### config.mk
export PLATFORM = sky130hd
export DESIGN_NAME = pulse_meter
export DESIGN_NICKNAME = d
export VERILOG_FILES = /design/src/rtl/pulse_meter.sv
export SDC_FILE = /design/constraint.sdc
export NUM_CORES = 1
export LEC_CHECK = 0
export ABC_CLOCK_PERIOD_IN_PS = 2800
export BUFFER_PORTS_ARGS = -buffer_cell sky130_fd_sc_hd__buf_2
export CORE_UTILIZATION = 55
export CTS_CLUSTER_DIAMETER = 150
export DETAILED_ROUTE_END_ITERATION = 12
export GPL_ROUTABILITY_DRIVEN = 0
export PLACE_DENSITY = 0.79
export RECOVER_POWER = 25
export SYNTH_ARGS = -nofsm -noshare
export SYNTH_HDL_FRONTEND = slang
export SYNTH_SLANG_ARGS = --single-unit
### constraint.sdc
create_clock -name clk -period 2.8 [get_ports clk]
set_clock_uncertainty 0.2 [all_clocks]
set_input_delay 0.56 -clock clk [delete_from_list [all_inputs] [get_ports clk]]
set_output_delay 0.56 -clock clk [all_outputs]
set_load 0.005 [all_outputs]
### src/rtl/pulse_meter.sv
// pulse_meter: synchronizes an asynchronous pulse train, detects rising edges
// and counts them over a programmable window, reporting on a valid/ready port.
`default_nettype none
`timescale 1ns/100ps

module pulse_meter #(
  parameter int CNT_W = 8,
  parameter int WIN_W = 16
) (
  input  logic             clk,
  input  logic             reset,
  input  logic             start,
  input  logic [WIN_W-1:0] win_len,
  input  logic             sig_in,
  output logic             busy,
  output logic [CNT_W-1:0] count,
  output logic             overflow,
  output logic             valid,
  input  logic             ready
);

  typedef enum logic [1:0] {
    ST_IDLE  = 2'd0,
    ST_COUNT = 2'd1,
    ST_HOLD  = 2'd2
  } state_e;

  localparam logic [CNT_W-1:0] CNT_MAX   = '1;
  localparam logic [WIN_W-1:0] TIMER_ONE = {{(WIN_W-1){1'b0}}, 1'b1};

  state_e             state_q, state_d;
  logic [WIN_W-1:0]   timer_q, timer_d;
  logic [CNT_W-1:0]   count_q, count_d;
  logic               ovf_q, ovf_d;
  logic               s1_q, s2_q, s3_q;
  logic               rise_w;

  // s1/s2 form the synchronizer; s3 only delays s2 for edge detection.
  assign rise_w = s2_q & ~s3_q;

  always_ff @(posedge clk or posedge reset) begin
    if (reset) begin
      state_q <= ST_IDLE;
      timer_q <= '0;
      count_q <= '0;
      ovf_q   <= 1'b0;
      s1_q    <= 1'b0;
      s2_q    <= 1'b0;
      s3_q    <= 1'b0;
    end else begin
      state_q <= state_d;
      timer_q <= timer_d;
      count_q <= count_d;
      ovf_q   <= ovf_d;
      s1_q    <= sig_in;
      s2_q    <= s1_q;
      s3_q    <= s2_q;
    end
  end

  always_comb begin
    state_d = state_q;
    timer_d = timer_q;
    count_d = count_q;
    ovf_d   = ovf_q;
    case (state_q)
      ST_IDLE: begin
        if (start) begin
          count_d = '0;
          ovf_d   = 1'b0;
          if (win_len != '0) begin
            timer_d = win_len;
            state_d = ST_COUNT;
          end else begin
            state_d = ST_HOLD;
          end
        end
      end
      ST_COUNT: begin
        if (rise_w) begin
          if (count_q == CNT_MAX) begin
            ovf_d = 1'b1;
          end else begin
            count_d = count_q + 1'b1;
          end
        end
        timer_d = timer_q - 1'b1;
        if (timer_q == TIMER_ONE) begin
          state_d = ST_HOLD;
        end
      end
      ST_HOLD: begin
        if (ready) begin
          state_d = ST_IDLE;
        end
      end
      default: state_d = ST_IDLE;
    endcase
  end

  assign busy     = (state_q == ST_COUNT);
  assign valid    = (state_q == ST_HOLD);
  assign count    = count_q;
  assign overflow = ovf_q;

endmodule

`default_nettype wire

==> impl_metrics.py <==
metrics = {
    "outcome": {
        "status": "complete, but fails checks",
        "violations": "design-rule violations, max-capacitance violations, max-slew violations",
    },
    "power_and_ir_drop": {
        "leakagePower_nw": 0.8770,
        "combPwrFrac_pct": 28.6,
        "p_seq_share_pct": 51.5,
        "p_sw_uw": 485.9,
        "sw_frac_of_total_pct": 36.18,
        "ir_drop_v": 0.0005339,
        "power.density_nw_per_um2": 692.0,
        "clockPowerShare_pct": 19.9,
        "p_int_uw": 857.0,
    },
    "die": {
        "dieWidth_um": 57.52,
        "dieArea_um2": 3309,
        "die_y_um": 57.52,
        "pin_count": 32,
        "initial_core_util_pct": 59.93,
        "core_um2": 2829,
        "fp-row-count": 19,
    },
    "routing": {
        "drt_iter0_markers": 80,
        "drc_errors": 1,
        "post_drt_wl_per_cell_um": 16.25,
        "vias": 1568,
        "antenna_left": 0,
        "finalWirelength_um": 3966,
        "first_pass_iters": 8,
        "viasPerCell": 6.426,
    },
    "global_route": {
        "grt_pass1_wl_um": 6637,
        "grt_pass1_vias": 1501,
        "grt_start_max_net_pins": 31,
        "grt_antenna_before_repair": 0,
        "gr-usage-all-layers_pct": 26.76,
        "gr-total-overflow": 0,
    },
    "synth": {
        "syn_area_um2": 1695,
        "synth_edf_count": 0,
        "ys.flop_type": "dfrtp_1",
        "synthTopCellsByCount": "dfrtp_1 (30), nor2_1 (19), nand2_1 (14), a21oi_1 (11), nand3_1 (8)",
        "avgSynthCellArea_um2": 9.688,
        "mappedNetlistNets": 199,
        "async_flop_share_pct": 100.0,
        "ys_warn_count": 0,
        "yosys_register_bits": 30,
        "synth_top_area_cell": "dfrtp_1",
        "netlist.area_leader.share_pct": 44.28,
        "ys_types": 50,
        "yosysSeqAreaShare_pct": 44.28,
        "ys_top_cells_by_area": "dfrtp_1 (44%), nor2_1 (4.2%), a21oi_1 (3.2%)",
        "syn_inst": 175,
        "yosysMostFrequentCell": "dfrtp_1",
    },
    "worst_setup_path": {
        "cp.arrival_ps": 2420,
        "cp-end-kind": "flop",
        "r2r_cells": 7,
        "critPathSlowestCell": "or4b_1",
        "cp_top_family": "simple AND/OR/NAND/NOR gates",
        "r2r_end": "timer_q[12]",
        "crit_fanout": 6,
        "reg2reg_from": "timer_q[0]",
        "worst-path-buf-inv": 1,
        "cp_cell_sequence": "inv_1, ha_1, or4b_1, nor4_4, nand2_1, nand3_1, o211ai_1",
        "reg2reg_slack_ps": 400,
        "critical_path_class": "flop to flop",
        "max_stage_delay_ps": 610,
        "critPathLaunchType": "flop",
        "critPathRequiredTime_ps": 2820,
    },
    "cts": {
        "hold_buffers": 0,
        "clock_latency_ps": 330,
        "cts-root-buf": "clkbuf_4",
        "cts.repair.resized": 0,
        "clk_pin_slew_ps": 90,
        "cts_buffers": 5,
        "cts_setup_buffers": 0,
        "tritoncts": "done",
        "clock_sinks": 30,
        "htree_num_levels": 2,
        "cts_buffer_depth": 2,
    },
    "worst_hold_path": {
        "min_path_cells": 1,
        "worstHoldStart": "sig_in",
        "worstHoldEndpoint": "s1_q",
        "worstHoldPathType": "input port to flop",
    },
    "sta": {
        "tns_ps": 0,
        "clock.fmax_mhz": 417.0,
        "hold_violations": 0,
        "drv_slew": 31,
        "rsz0062_at_grt": "false",
        "worst_pin_slew_ps": 1536,
        "finalCritPeriodShare_pct": 85.65,
        "finalCriticalPeriod_ps": 2398,
        "relSlewSlack_pct": -2.417,
        "fin_ws_ps": 401.9,
        "finalSetupViolations": 0,
    },
    "layout": {
        "drive_gt1_share_pct": 25.35,
        "nFillCells": 232,
        "synthToLayoutAreaGrowth_pct": 14.46,
        "num_antenna_cells": 0,
        "nets": 236,
    },
    "placed_design": {
        "dp_slack_ps": 302.7,
        "port_buffers": 31,
        "place_hpwl_um": 2989,
    },
    "flow_run": {
        "cap_violations": 1,
    },
}
final cells by class:
| class | count | area (um2) | area share [%] |
|---|---|---|---|
| clock inverter | 1 | 5.005 | 0.2579 |
| sequential | 30 | 750.7 | 38.68 |
| timing repair buffer | 35 | 181.4 | 9.349 |
| clock buffer | 7 | 55.05 | 2.837 |
| multi-input combinational | 134 | 887.1 | 45.71 |
| inverter | 6 | 22.52 | 1.161 |
| tap | 31 | 38.79 | 1.999 |
registers in the layout, summed over array words and instances (netlist names):
register and flops:
s1_q 1, state_q 2, s2_q 1, timer_q 16, count 8, overflow 1, s3_q 1
routing by layer:
metal	global-route usage (%)	up-vias	wire length (um)
met5	0	-	0
met4	12.54	0	95
met3	5.215	13	300
met2	40.70	73	1829
met1	36.93	747	1740
li1	-	735	-
power by group through the flow:
stage	combinational, mW	sequential, mW	clock, mW
floorplan	0.272	0.669	0
finish	0.384	0.691	0.268
CTS	0.386	0.686	0.273
detailed placement	0.382	0.696	0
global placement	0.360	0.688	0
global route	0.428	0.709	0.286
cells in the final DEF (no fill, tap or decap), drive strengths merged, types with 3 or more instances in the layout:
master / netlist / layout
and3: 4 / 4
buf: 3 / 34
o21ai: 7 / 7
a41oi: 3 / 3
nand2: 14 / 14
nand3: 8 / 8
nor3: 7 / 7
clkbuf: 2 / 8
nand4: 4 / 4
nor2: 20 / 20
nand2b: 3 / 3
nor4: 8 / 8
dfrtp: 30 / 30
a21oi: 11 / 11
a211oi: 4 / 4
ha: 3 / 3
inv: 6 / 6
mux2i: 3 / 3
cells by family (layout without fill, tap and decap cells):
family / count (synthesis) / count (layout) / synth area share, %
XOR/XNOR: 2 / 2 / 1.033
adder cells (fa/ha/maj): 3 / 3 / 2.214
multiplexers: 3 / 3 / 1.771
flip-flops: 30 / 30 / 44.28
buffers and inverters: 11 / 49 / 3.395
AO/OA/AOI/OAI: 44 / 44 / 18.45
AND/OR/NAND/NOR: 82 / 82 / 28.86
worst max-delay path by stage:
stage | start | to | slack, ps | cells past startpoint
3_3_place_gp | win_len[5] | timer_q[8] | 420 | 6
2_1_floorplan | win_len[5] | timer_q[8] | 620 | 6
4_1_cts | timer_q[0] | timer_q[12] | 420 | 7
3_5_place_dp | win_len[5] | timer_q[6] | 300 | 6
5_1_grt | timer_q[1] | timer_q[12] | 290 | 7
6_report | timer_q[0] | timer_q[12] | 400 | 7
through the flow:
step | cells | instance area [um2] | hold WS, ps | util (%) | total power, mW
global placement | 236 | 1884 | 140.7 | 66.61 | 1.048
global route | 244 | 1941 | 121.5 | 68.60 | 1.424
detailed placement | 236 | 1884 | 141.1 | 66.61 | 1.078
floorplan | 175 | 1695 | 131.2 | - | 0.9412
CTS | 244 | 1944 | 87.43 | 68.73 | 1.346
finish | 244 | 1941 | 135.4 | 68.60 | 1.343
Note: power is estimated with default switching activity, not from simulation.
